===== src/rtl/mem_wb_elastic_reg.sv =====
// MEM->WB elastic boundary register: two-entry (main + skid) stage with valid/ready
// handshake, synchronous flush, x0-write suppression and a resolved writeback-result mux.
module mem_wb_elastic_reg #(
    parameter int DATA_W      = 32,
    parameter int REG_AW      = 5,
    parameter int LINK_W      = 32,
    parameter int ZERO_REG_RO = 1
) (
    input  logic              clk,
    input  logic              reset,
    input  logic              flush,
    input  logic              in_valid,
    output logic              in_ready,
    input  logic              reg_write_M,
    input  logic              mem_to_reg_M,
    input  logic              jump_M,
    input  logic [LINK_W-1:0] link_M,
    input  logic [DATA_W-1:0] read_data_M,
    input  logic [DATA_W-1:0] alu_out_M,
    input  logic [REG_AW-1:0] write_reg_M,
    output logic              out_valid,
    input  logic              out_ready,
    output logic              reg_write_W,
    output logic [REG_AW-1:0] write_reg_W,
    output logic [DATA_W-1:0] wb_data_W,
    output logic              mem_to_reg_W,
    output logic              jump_W
);

    typedef struct packed {
        logic              reg_write;
        logic              mem_to_reg;
        logic              jump;
        logic [LINK_W-1:0] link;
        logic [DATA_W-1:0] read_data;
        logic [DATA_W-1:0] alu_out;
        logic [REG_AW-1:0] write_reg;
    } entry_t;

    typedef enum logic [1:0] {
        EMPTY = 2'd0,
        ONE   = 2'd1,
        FULL  = 2'd2
    } state_t;

    state_t            state, state_n;
    entry_t            in_entry;
    entry_t            main_p1, skid_p1;
    logic              in_ready_q;
    logic              accept, consume;
    logic              load_main_in, load_main_skid, load_skid;
    logic [DATA_W-1:0] link_ext;

    function automatic logic [DATA_W-1:0] select_result(
        input logic              jump,
        input logic              mem_to_reg,
        input logic [DATA_W-1:0] link_val,
        input logic [DATA_W-1:0] read_data,
        input logic [DATA_W-1:0] alu_out
    );
        if (jump)
            return link_val;
        else if (mem_to_reg)
            return read_data;
        else
            return alu_out;
    endfunction

    assign in_entry = '{reg_write:  reg_write_M,
                        mem_to_reg: mem_to_reg_M,
                        jump:       jump_M,
                        link:       link_M,
                        read_data:  read_data_M,
                        alu_out:    alu_out_M,
                        write_reg:  write_reg_M};

    assign in_ready  = in_ready_q;
    assign out_valid = (state != EMPTY);
    assign accept    = in_valid & in_ready_q;
    assign consume   = out_valid & out_ready;

    always_comb begin
        state_n        = state;
        load_main_in   = 1'b0;
        load_main_skid = 1'b0;
        load_skid      = 1'b0;
        case (state)
            EMPTY: begin
                if (accept) begin
                    load_main_in = 1'b1;
                    state_n      = ONE;
                end
            end
            ONE: begin
                if (accept && consume) begin
                    load_main_in = 1'b1;
                end else if (accept) begin
                    load_skid = 1'b1;
                    state_n   = FULL;
                end else if (consume) begin
                    state_n = EMPTY;
                end
            end
            FULL: begin
                if (consume) begin
                    load_main_skid = 1'b1;
                    state_n        = ONE;
                end
            end
            default: state_n = EMPTY;
        endcase
    end

    // Stage boundary: main/skid entries; flush kills control bits but leaves data fields.
    always_ff @(posedge clk or posedge reset) begin
        if (reset) begin
            state      <= EMPTY;
            in_ready_q <= 1'b0;
            main_p1    <= '0;
            skid_p1    <= '0;
        end else if (flush) begin
            state              <= EMPTY;
            in_ready_q         <= 1'b1;
            main_p1.reg_write  <= 1'b0;
            main_p1.mem_to_reg <= 1'b0;
            main_p1.jump       <= 1'b0;
            skid_p1.reg_write  <= 1'b0;
            skid_p1.mem_to_reg <= 1'b0;
            skid_p1.jump       <= 1'b0;
        end else begin
            state      <= state_n;
            in_ready_q <= (state_n != FULL);
            if (load_main_in)
                main_p1 <= in_entry;
            else if (load_main_skid)
                main_p1 <= skid_p1;
            if (load_skid)
                skid_p1 <= in_entry;
        end
    end

    generate
        if (LINK_W >= DATA_W) begin : g_link_trunc
            assign link_ext = main_p1.link[DATA_W-1:0];
        end else begin : g_link_zext
            assign link_ext = {{(DATA_W-LINK_W){1'b0}}, main_p1.link};
        end
    endgenerate

    assign write_reg_W  = main_p1.write_reg;
    assign mem_to_reg_W = main_p1.mem_to_reg;
    assign jump_W       = main_p1.jump;
    assign reg_write_W  = out_valid & main_p1.reg_write &
                          !((ZERO_REG_RO != 0) && (main_p1.write_reg == '0));
    assign wb_data_W    = select_result(main_p1.jump, main_p1.mem_to_reg, link_ext,
                                        main_p1.read_data, main_p1.alu_out);

endmodule

===== config.mk =====
export PLATFORM = sky130hd
export DESIGN_NAME = mem_wb_elastic_reg
export DESIGN_NICKNAME = d
export VERILOG_FILES = /design/src/rtl/mem_wb_elastic_reg.sv
export SDC_FILE = /design/constraint.sdc
export NUM_CORES = 1
export LEC_CHECK = 0
export ABC_CLOCK_PERIOD_IN_PS = 10160
export CAP_MARGIN = 20
export CORE_MARGIN = 5
export CORE_UTILIZATION = 48
export CTS_CLUSTER_SIZE = 28
export DETAILED_ROUTE_END_ITERATION = 10
export PLACE_DENSITY = 0.68
export REMOVE_ABC_BUFFERS = 1
export SYNTH_ARGS = -nofsm -noshare
export SYNTH_HDL_FRONTEND = slang
export SYNTH_SLANG_ARGS = --single-unit

===== constraint.sdc =====
create_clock -name clk -period 10.16 [get_ports clk]
set_clock_uncertainty 0.05 [all_clocks]
set_input_delay 2.032 -clock clk [delete_from_list [all_inputs] [get_ports clk]]
set_output_delay 2.032 -clock clk [all_outputs]
set_load 0.005 [all_outputs]

==> report_table.html, run 1 <==
<table>
<tr><th>Metric</th><th>Value</th></tr>
<tr><th colspan="2">Run status</th></tr>
<tr><td>Run status</td><td>complete, no violations</td></tr>
<tr><th colspan="2">CTS</th></tr>
<tr><td>Quantity of hold-fixing buffers added after cts</td><td>0</td></tr>
<tr><td># resized after CTS</td><td>0</td></tr>
<tr><td>Clk sinks</td><td>211</td></tr>
<tr><td>Clock insertion delay at the later pin of the skew report</td><td>500 ps</td></tr>
<tr><td>Clock tree from TritonCTS</td><td>built</td></tr>
<tr><td>Maximum buffer depth of the clock tree</td><td>3</td></tr>
<tr><td>Setup Buffers After CTS</td><td>0</td></tr>
<tr><td>Clock-pin slew on the worst setup and hold paths</td><td>60 ps</td></tr>
<tr><td>Number of buffers created by CTS</td><td>23</td></tr>
<tr><td>Clock Tree Root</td><td>sky130_fd_sc_hd__clkbuf_16</td></tr>
<tr><td>H-tree level count</td><td>1</td></tr>
<tr><th colspan="2">Die</th></tr>
<tr><td>Floorplan die width</td><td>153 um</td></tr>
<tr><td>Number of rows created at floorplan</td><td>52</td></tr>
<tr><td>Io pins</td><td>151</td></tr>
<tr><td>Initial Util</td><td>48.7%</td></tr>
<tr><td>Overall die area</td><td>23400 sq um</td></tr>
<tr><td>Placeable core region</td><td>20200 sq um</td></tr>
<tr><td>Height of the die</td><td>153 um</td></tr>
<tr><th colspan="2">Placement</th></tr>
<tr><td>Total of buffers placed on input and output ports</td><td>150</td></tr>
<tr><td>Place WS</td><td>4890 ps</td></tr>
<tr><td>Last weighted congestion value of the routability-driven placer</td><td>0.812</td></tr>
<tr><td>Detailed-placement wirelength estimate</td><td>13.3 mm</td></tr>
<tr><th colspan="2">Detailed routing</th></tr>
<tr><td>DRC violation total after the first TritonRoute iteration</td><td>204</td></tr>
<tr><td>Total wirelength of the detailed-routed design</td><td>20.7 mm</td></tr>
<tr><td>Number of optimization iterations in the first detailed-route pass</td><td>4</td></tr>
<tr><td>Via density per instance</td><td>5.33</td></tr>
<tr><td>Avg WL per Cell</td><td>18.7 um</td></tr>
<tr><td>Count of vias placed by the detailed router</td><td>5916</td></tr>
<tr><td>DR DRC count</td><td>0</td></tr>
<tr><td>Remaining antenna violation count</td><td>0</td></tr>
<tr><th colspan="2">Setup path</th></tr>
<tr><td>Maximum fanout encountered on the critical timing path</td><td>23</td></tr>
<tr><td>CP peak stage delay</td><td>620 ps</td></tr>
<tr><td>Critical path class</td><td>reg2out</td></tr>
<tr><td>Category of the worst setup path capture point</td><td>output pin</td></tr>
<tr><td>Critical path data required time</td><td>8080 ps</td></tr>
<tr><td>Data arrival time at the worst-slack endpoint</td><td>2770 ps</td></tr>
<tr><td>Startpoint kind of the worst setup timing path</td><td>register</td></tr>
<tr><td>CP top delay family</td><td>buffers and inverters</td></tr>
<tr><td>Critical path buffer and inverter count</td><td>2</td></tr>
<tr><td>Cell chain of the critical path</td><td>buf_4 &gt; mux2i_1 &gt; o21ai_0 &gt; clkdlybuf4s50_1</td></tr>
<tr><td>Cell with the biggest individual delay on the critical path</td><td>sky130_fd_sc_hd__dfrtp_2</td></tr>
<tr><th colspan="2">STA</th></tr>
<tr><td>RSZ-0062 raised after global routing</td><td>false</td></tr>
<tr><td>Final setup fails</td><td>0</td></tr>
<tr><td>Min cycle time layout</td><td>4850 ps</td></tr>
<tr><td>Number of hold violations in the final report</td><td>0</td></tr>
<tr><td>Minimum setup slack in the final design</td><td>5310 ps</td></tr>
<tr><td>Max-slew headroom</td><td>35.9%</td></tr>
<tr><td>Final period utilization</td><td>47.8%</td></tr>
<tr><td>Max frequency</td><td>206 MHz</td></tr>
<tr><td>Actual transition at the worst max-transition pin</td><td>962 ps</td></tr>
<tr><td>Final slew viol count</td><td>0</td></tr>
<tr><th colspan="2">Layout</th></tr>
<tr><td>Nets</td><td>937</td></tr>
<tr><td>Layout Area Growth over Synthesis</td><td>23.8%</td></tr>
<tr><td>Layout cells sized above 1</td><td>40.0%</td></tr>
<tr><td>Final core utilization</td><td>60.3%</td></tr>
<tr><th colspan="2">Logic synthesis</th></tr>
<tr><td>Synth Register Bits</td><td>211</td></tr>
<tr><td>Number of warnings reported in the yosys synthesis log</td><td>0</td></tr>
<tr><td>Syn avg cell area</td><td>14.2 sq um</td></tr>
<tr><td>Mapped cell area</td><td>9820 sq um</td></tr>
<tr><td>Synth unique cells</td><td>27</td></tr>
<tr><td>Synthesized instance count</td><td>693</td></tr>
<tr><td>Sequential fraction of the synthesis area</td><td>53.8%</td></tr>
<tr><th colspan="2">Global route</th></tr>
<tr><td>Global Route Usage Sum</td><td>17.8%</td></tr>
<tr><td>Global-route wire length before repair</td><td>34.4 mm</td></tr>
<tr><td>Number of global-route vias before repair</td><td>6665</td></tr>
<tr><td>Antenna violations before repair</td><td>3</td></tr>
<tr><td>Pin count of the biggest net entering global routing</td><td>136</td></tr>
<tr><td>GR Overflow Total</td><td>0</td></tr>
<tr><th colspan="2">Power and ir drop</th></tr>
<tr><td>Leak</td><td>5.03 nW</td></tr>
<tr><td>Pwr Density</td><td>221 nW/um^2</td></tr>
<tr><td>Max VDD drop</td><td>0.125 mV</td></tr>
<tr><th colspan="2">Worst hold path</th></tr>
<tr><td>Tightest Hold Check Type</td><td>reg2reg</td></tr>
<tr><th colspan="2">Run</th></tr>
<tr><td>Reported max-cap violation count</td><td>0</td></tr>
</table>
==> synthesized netlist by cell type, drive strengths merged <==
cell / number / share of area, %
nand3: 1 / 0.051
nor3: 2 / 0.10
or4: 1 / 0.076
mux2: 306 / 35
o21ai: 33 / 1.7
a22o: 6 / 0.54
buf: 38 / 2.5
a21oi: 1 / 0.089
a2bb2oi: 1 / 0.089
nor2b: 1 / 0.064
nand2b: 1 / 0.064
or2: 2 / 0.13
nor2: 2 / 0.076
inv: 3 / 0.11
o211a: 1 / 0.10
mux2i: 33 / 3.4
nor4b: 1 / 0.089
nand2: 34 / 1.3
nor4: 1 / 0.13
dfrtp: 211 / 54
and3b: 1 / 0.089
or3: 1 / 0.064
clkbuf: 12 / 0.46
==> placed cells by master, fill, tap and decap left out, drive strengths merged, types with 4 or more instances in the layout <==
| master | n |
|---|---|
| dfrtp | 211 |
| o21ai | 33 |
| a22o | 6 |
| inv | 4 |
| clkdlybuf4s50 | 150 |
| clkbuf | 34 |
| mux2 | 306 |
| nand2 | 34 |
| buf | 10 |
| mux2i | 33 |
==> cell type report <==
type | count | area [sq um]
fill | 1611 | 8010
sequential | 211 | 5280
multi-input combinational | 429 | 4260
timing repair buffer | 160 | 1590
clock buffer | 34 | 657
tap | 270 | 338
inverter | 3 | 18.8
clock inverter | 2 | 13.8
antenna | 1 | 2.50
==> path summary, 6_finish.rpt <==
kind | startpoint | endpoint | slack, ps | cells after the start
hold reg to reg | main_p1[50]$_DFFE_PP0P_ | main_p1[50]$_DFFE_PP0P_ | 440 | 1
setup / recovery | mem_to_reg_W$_DFFE_PP0P_ | wb_data_W[16] | 5310 | 4
max in group asynchronous | reset | jump_W$_DFFE_PP0P_ | 6550 | 4
setup reg to reg | state[0]$_DFF_PP0_ | link_ext[5]$_DFFE_PP0P_ | 7050 | 6
min in group asynchronous | reset | skid_p1[82]$_DFFE_PP0P_ | 2070 | 2
hold / removal | main_p1[50]$_DFFE_PP0P_ | main_p1[50]$_DFFE_PP0P_ | 440 | 1
==> kinds of logic after synthesis <==
group	count (synthesis)	share of synthesized area, %
multiplexers	339	38.4
flip-flops	211	53.8
buffers and inverters	53	3.07
AND/OR/NAND/NOR	48	2.23
AO/OA/AOI/OAI	42	2.50
==> power by group <==
| part | switching [mW] | internal (mW) | leakage, nW |
|---|---|---|---|
| sequential | 0.137 | 1.12 | 2.59 |
| combinational | 0.229 | 0.457 | 2.11 |
| clock | 0.309 | 0.442 | 0.329 |
==> stage by stage <==
| stage | area (sq um) | TNS (ps) | instances | hold WS (ps) | power, mW |
|---|---|---|---|---|---|
| floorplan | 9530 | -14870 | 643 | 408 | 1.69 |
| detailed placement | 11500 | 0 | 1072 | 428 | 1.97 |
| global route | 12200 | 0 | 1110 | 453 | 2.86 |
| global placement | 11500 | 0 | 1072 | 417 | 1.92 |
| finish | 12200 | 0 | 1110 | 438 | 2.69 |
| CTS | 12100 | 0 | 1108 | 441 | 2.74 |
==> sequential cells by signal (all words and copies together), names as in the netlist <==
register,flops
in_ready,1
mem_to_reg_W,1
link_ext,32
main_p1,65
write_reg_W,5
skid_p1,104
jump_W,1
state,2
==> layer usage <==
| layer | GRT usage (%) | vias up | share of wire [%] |
|---|---|---|---|
| met1 | 21.8 | 3003 | 42 |
| met5 | 0 | - | 0.11 |
| li1 | - | 2747 | - |
| met4 | 5.81 | 4 | 2.6 |
| met2 | 31.1 | 120 | 50 |
| met3 | 4.24 | 42 | 5.0 |
No activity file was read; power rests on OpenSTA's default activity.
==> run 2: changes to the inputs <==
Settings changed: ABC_CLOCK_PERIOD_IN_PS 10160 to 3900, PLACE_DENSITY 0.68 to 0.71.
Clock period 10.16 ns to 3.9 ns, I/O delays scaled along.
==> run 2 against run 1 <==
Net effect: critical path depth did not move; sequential cell count unchanged; clock-buffer cell count rose by 5; critical endpoint is now wb_data_W[7]; largest power group unchanged; highest routed layer is now met4.
==> report_table.html, run 2 (synthesis results as in run 1) <==
<table>
<tr><th>Metric</th><th>Value</th></tr>
<tr><th colspan="2">STA</th></tr>
<tr><td>Final period utilization</td><td>83.4%</td></tr>
<tr><td>Final slew viol count</td><td>0 (unchanged)</td></tr>
<tr><td>Actual transition at the worst max-transition pin</td><td>702 ps (-260 ps)</td></tr>
<tr><td>RSZ-0062 raised after global routing</td><td>false</td></tr>
<tr><td>Number of hold violations in the final report</td><td>0 (unchanged)</td></tr>
<tr><td>Max frequency</td><td>307 MHz</td></tr>
<tr><td>Final setup fails</td><td>0 (unchanged)</td></tr>
<tr><td>Max-slew headroom</td><td>53.1% (+17 points)</td></tr>
<tr><td>Setup tns final</td><td>0 ps (unchanged)</td></tr>
<tr><td>Min cycle time layout</td><td>3250 ps</td></tr>
<tr><th colspan="2">Layout</th></tr>
<tr><td>Non-filler instance count after layout</td><td>1124 (+1.3%)</td></tr>
<tr><td>Fillcell total</td><td>1541 (-4.3%)</td></tr>
<tr><td>Commonest cells after routing, fill and taps aside</td><td>sky130_fd_sc_hd__mux2_2 (289), sky130_fd_sc_hd__dfrtp_1 (209), sky130_fd_sc_hd__clkdlybuf4s50_1 (150)</td></tr>
<tr><td>Layout cells sized above 1</td><td>41.5% (+1.4 points)</td></tr>
<tr><td>Most frequent standard cell in the layout excluding fill and tap cells</td><td>sky130_fd_sc_hd__mux2_2</td></tr>
<tr><td>Nets</td><td>945 (+0.85%)</td></tr>
<tr><td>Max FFs per register</td><td>104 (unchanged)</td></tr>
<tr><td>Footprint of the flip-flops and latches</td><td>5280 sq um (unchanged)</td></tr>
<tr><td>Area of the multi-input gates</td><td>4260 sq um (unchanged)</td></tr>
<tr><td>Register name with the most flops</td><td>skid_p1</td></tr>
<tr><td>Ant diodes</td><td>0 (-1)</td></tr>
<tr><td>Layout Area Growth over Synthesis</td><td>27.2%</td></tr>
<tr><td>Final design instance area without fill</td><td>12500 sq um (+2.7%)</td></tr>
<tr><th colspan="2">CTS</th></tr>
<tr><td>H-tree level count</td><td>1 (unchanged)</td></tr>
<tr><td>Clock tree from TritonCTS</td><td>built</td></tr>
<tr><td>Setup Buffers After CTS</td><td>0 (unchanged)</td></tr>
<tr><td>Clock-pin slew on the worst setup and hold paths</td><td>60 ps (about the same)</td></tr>
<tr><td>Number of buffers created by CTS</td><td>24 (+4.3%)</td></tr>
<tr><td>Maximum buffer depth of the clock tree</td><td>3 (unchanged)</td></tr>
<tr><td>Quantity of hold-fixing buffers added after cts</td><td>0 (unchanged)</td></tr>
<tr><td># resized after CTS</td><td>0 (unchanged)</td></tr>
<tr><td>Clock insertion delay at the later pin of the skew report</td><td>500 ps (about the same)</td></tr>
<tr><td>Clk sinks</td><td>211 (unchanged)</td></tr>
<tr><td>Clock Tree Root</td><td>sky130_fd_sc_hd__clkbuf_16</td></tr>
<tr><th colspan="2">Worst hold path</th></tr>
<tr><td>Tightest Hold Check Type</td><td>reg2reg</td></tr>
<tr><td>Count of cells along the worst hold path</td><td>1 (unchanged)</td></tr>
<tr><th colspan="2">Die</th></tr>
<tr><td>Initial Util</td><td>48.7% (unchanged)</td></tr>
<tr><td>Height of the die</td><td>153 um (unchanged)</td></tr>
<tr><td>Io pins</td><td>151 (unchanged)</td></tr>
<tr><td>Number of rows created at floorplan</td><td>52 (unchanged)</td></tr>
<tr><td>Overall die area</td><td>23400 sq um (unchanged)</td></tr>
<tr><td>Placeable core region</td><td>20200 sq um (unchanged)</td></tr>
<tr><td>Floorplan die width</td><td>153 um (unchanged)</td></tr>
<tr><th colspan="2">Detailed routing</th></tr>
<tr><td>Avg WL per Cell</td><td>18.3 um (-2.1%)</td></tr>
<tr><td>Number of optimization iterations in the first detailed-route pass</td><td>6 (+2)</td></tr>
<tr><td>DRC violation total after the first TritonRoute iteration</td><td>208 (+2.0%)</td></tr>
<tr><td>Total wirelength of the detailed-routed design</td><td>20.6 mm (-0.85%)</td></tr>
<tr><td>DR DRC count</td><td>0 (unchanged)</td></tr>
<tr><td>Via density per instance</td><td>5.26 (-1.3%)</td></tr>
<tr><td>Remaining antenna violation count</td><td>0 (unchanged)</td></tr>
<tr><td>Count of vias placed by the detailed router</td><td>5911 (-0.085%)</td></tr>
<tr><th colspan="2">Placement</th></tr>
<tr><td>Total of buffers placed on input and output ports</td><td>150 (unchanged)</td></tr>
<tr><td>DP Cell Count</td><td>1080 (+0.75%)</td></tr>
<tr><td>Last weighted congestion value of the routability-driven placer</td><td>0.805 (-0.81%)</td></tr>
<tr><td>Post-placement cell area</td><td>11600 sq um (+1.5%)</td></tr>
<tr><td>Detailed-placement wirelength estimate</td><td>13.7 mm (+3.5%)</td></tr>
<tr><th colspan="2">Power and ir drop</th></tr>
<tr><td>Leak</td><td>5.19 nW (+3.2%)</td></tr>
<tr><td>Tot Pwr</td><td>7.43 mW (+180%)</td></tr>
<tr><td>Combinational Power Share</td><td>24.4% (-1.1 points)</td></tr>
<tr><td>Max VDD drop</td><td>0.340 mV (+170%)</td></tr>
<tr><td>Power share of the clock group</td><td>31.5% (+3.6 points)</td></tr>
<tr><td>Seq pwr share</td><td>44.1% (-2.5 points)</td></tr>
<tr><td>Pwr Density</td><td>594 nW/um^2 (+170%)</td></tr>
<tr><td>Internal Pwr Total</td><td>5.61 mW (+180%)</td></tr>
<tr><td>Switch Pwr</td><td>1.81 mW (+170%)</td></tr>
<tr><td>Share of total power consumed by net switching</td><td>24.4% (-0.64 points)</td></tr>
<tr><th colspan="2">Global route</th></tr>
<tr><td>Antenna violations before repair</td><td>0 (-3)</td></tr>
<tr><td>GR Overflow Total</td><td>0 (unchanged)</td></tr>
<tr><td>Pin count of the biggest net entering global routing</td><td>106 (-22%)</td></tr>
<tr><td>Number of global-route vias before repair</td><td>6715 (+0.75%)</td></tr>
<tr><td>Global Route Usage Sum</td><td>17.6% (-0.20 points)</td></tr>
<tr><td>Global-route wire length before repair</td><td>34.4 mm (about the same)</td></tr>
<tr><th colspan="2">Setup path</th></tr>
<tr><td>RR Startpoint</td><td>state[0]$_DFF_PP0_</td></tr>
<tr><td>Startpoint kind of the worst setup timing path</td><td>register</td></tr>
<tr><td>Worst setup path endpoint</td><td>wb_data_W[7]</td></tr>
<tr><td>Critical Path Start</td><td>mem_to_reg_W$_DFFE_PP0P_</td></tr>
<tr><td>Critical path class</td><td>reg2out</td></tr>
<tr><td>Depth of the worst register-to-register path</td><td>5 (-1)</td></tr>
<tr><td>Worst R2R End</td><td>main_p1[21]$_DFFE_PP0P_</td></tr>
<tr><td>Data arrival time at the worst-slack endpoint</td><td>2420 ps (-350 ps)</td></tr>
<tr><td>Critical path data required time</td><td>3070 ps (-5010 ps)</td></tr>
<tr><td>Worst setup slack for register-to-register paths</td><td>1410 ps (-5640 ps)</td></tr>
<tr><td>Maximum fanout encountered on the critical timing path</td><td>23 (unchanged)</td></tr>
<tr><td>Category of the worst setup path capture point</td><td>output pin</td></tr>
<tr><th colspan="2">Run status</th></tr>
<tr><td>Run status</td><td>complete, no violations</td></tr>
<tr><th colspan="2">Run</th></tr>
<tr><td>Reported max-cap violation count</td><td>0 (unchanged)</td></tr>
</table>
==> run 2: how the worst min path moves through the flow <==
stage                                 start                 endpoint  slack [ps]
global route        main_p1[54]$_DFFE_PP0P_  main_p1[54]$_DFFE_PP0P_         460
floorplan           main_p1[10]$_DFFE_PP0P_  main_p1[10]$_DFFE_PP0P_         410
finish              main_p1[19]$_DFFE_PP0P_  main_p1[19]$_DFFE_PP0P_         430
detailed placement  main_p1[19]$_DFFE_PP0P_  main_p1[19]$_DFFE_PP0P_         430
CTS                 main_p1[19]$_DFFE_PP0P_  main_p1[19]$_DFFE_PP0P_         440
global placement    main_p1[30]$_DFFE_PP0P_  main_p1[30]$_DFFE_PP0P_         420
==> run 2: metrics by stage <==
| stage | utilization [%] | hold slack (ps) | setup WS [ps] |
|---|---|---|---|
| global placement | 57.7 | 417 | 649 |
| finish | 62.0 | 434 | 648 |
| detailed placement | 57.7 | 426 | 553 |
| global route | 62.0 | 455 | 500 |
| floorplan | - | 408 | -5160 |
| CTS | 62.0 | 439 | 642 |
==> run 2: power by group through the flow <==
| stage | clock network, mW | registers (mW) | logic (mW) |
|---|---|---|---|
| 3_3_place_gp | 0 | 3.26 | 1.76 |
| 4_1_cts | 2.40 | 3.28 | 1.85 |
| 3_5_place_dp | 0 | 3.32 | 1.84 |
| 5_1_grt | 2.50 | 3.37 | 1.99 |
| 6_report | 2.34 | 3.27 | 1.81 |
| 2_1_floorplan | 0 | 3.20 | 1.19 |
==> run 2: layout make-up <==
type / instances / area share [%]
clock buffers: 39 / 6.23
well taps: 270 / 2.70
flip-flops and latches: 211 / 42.3
multi-input cells: 429 / 34.1
repair buffers: 167 / 13.9
clock inverters: 5 / 0.601
inverters: 3 / 0.150
==> run 2: layer usage <==
layer | GRT usage, % | share of wire (%)
met5 | 0 | 0
met4 | 4.20 | 2.1
met2 | 30.5 | 50
met1 | 21.9 | 42
met3 | 5.03 | 5.9
==> run 2: critical path, stage by stage, from the launching register on <==
cell and delay [ps]:
sky130_fd_sc_hd__dfrtp_2 630, sky130_fd_sc_hd__buf_12 290, sky130_fd_sc_hd__mux2i_1 110, sky130_fd_sc_hd__o21ai_0 300, sky130_fd_sc_hd__clkdlybuf4s50_1 580
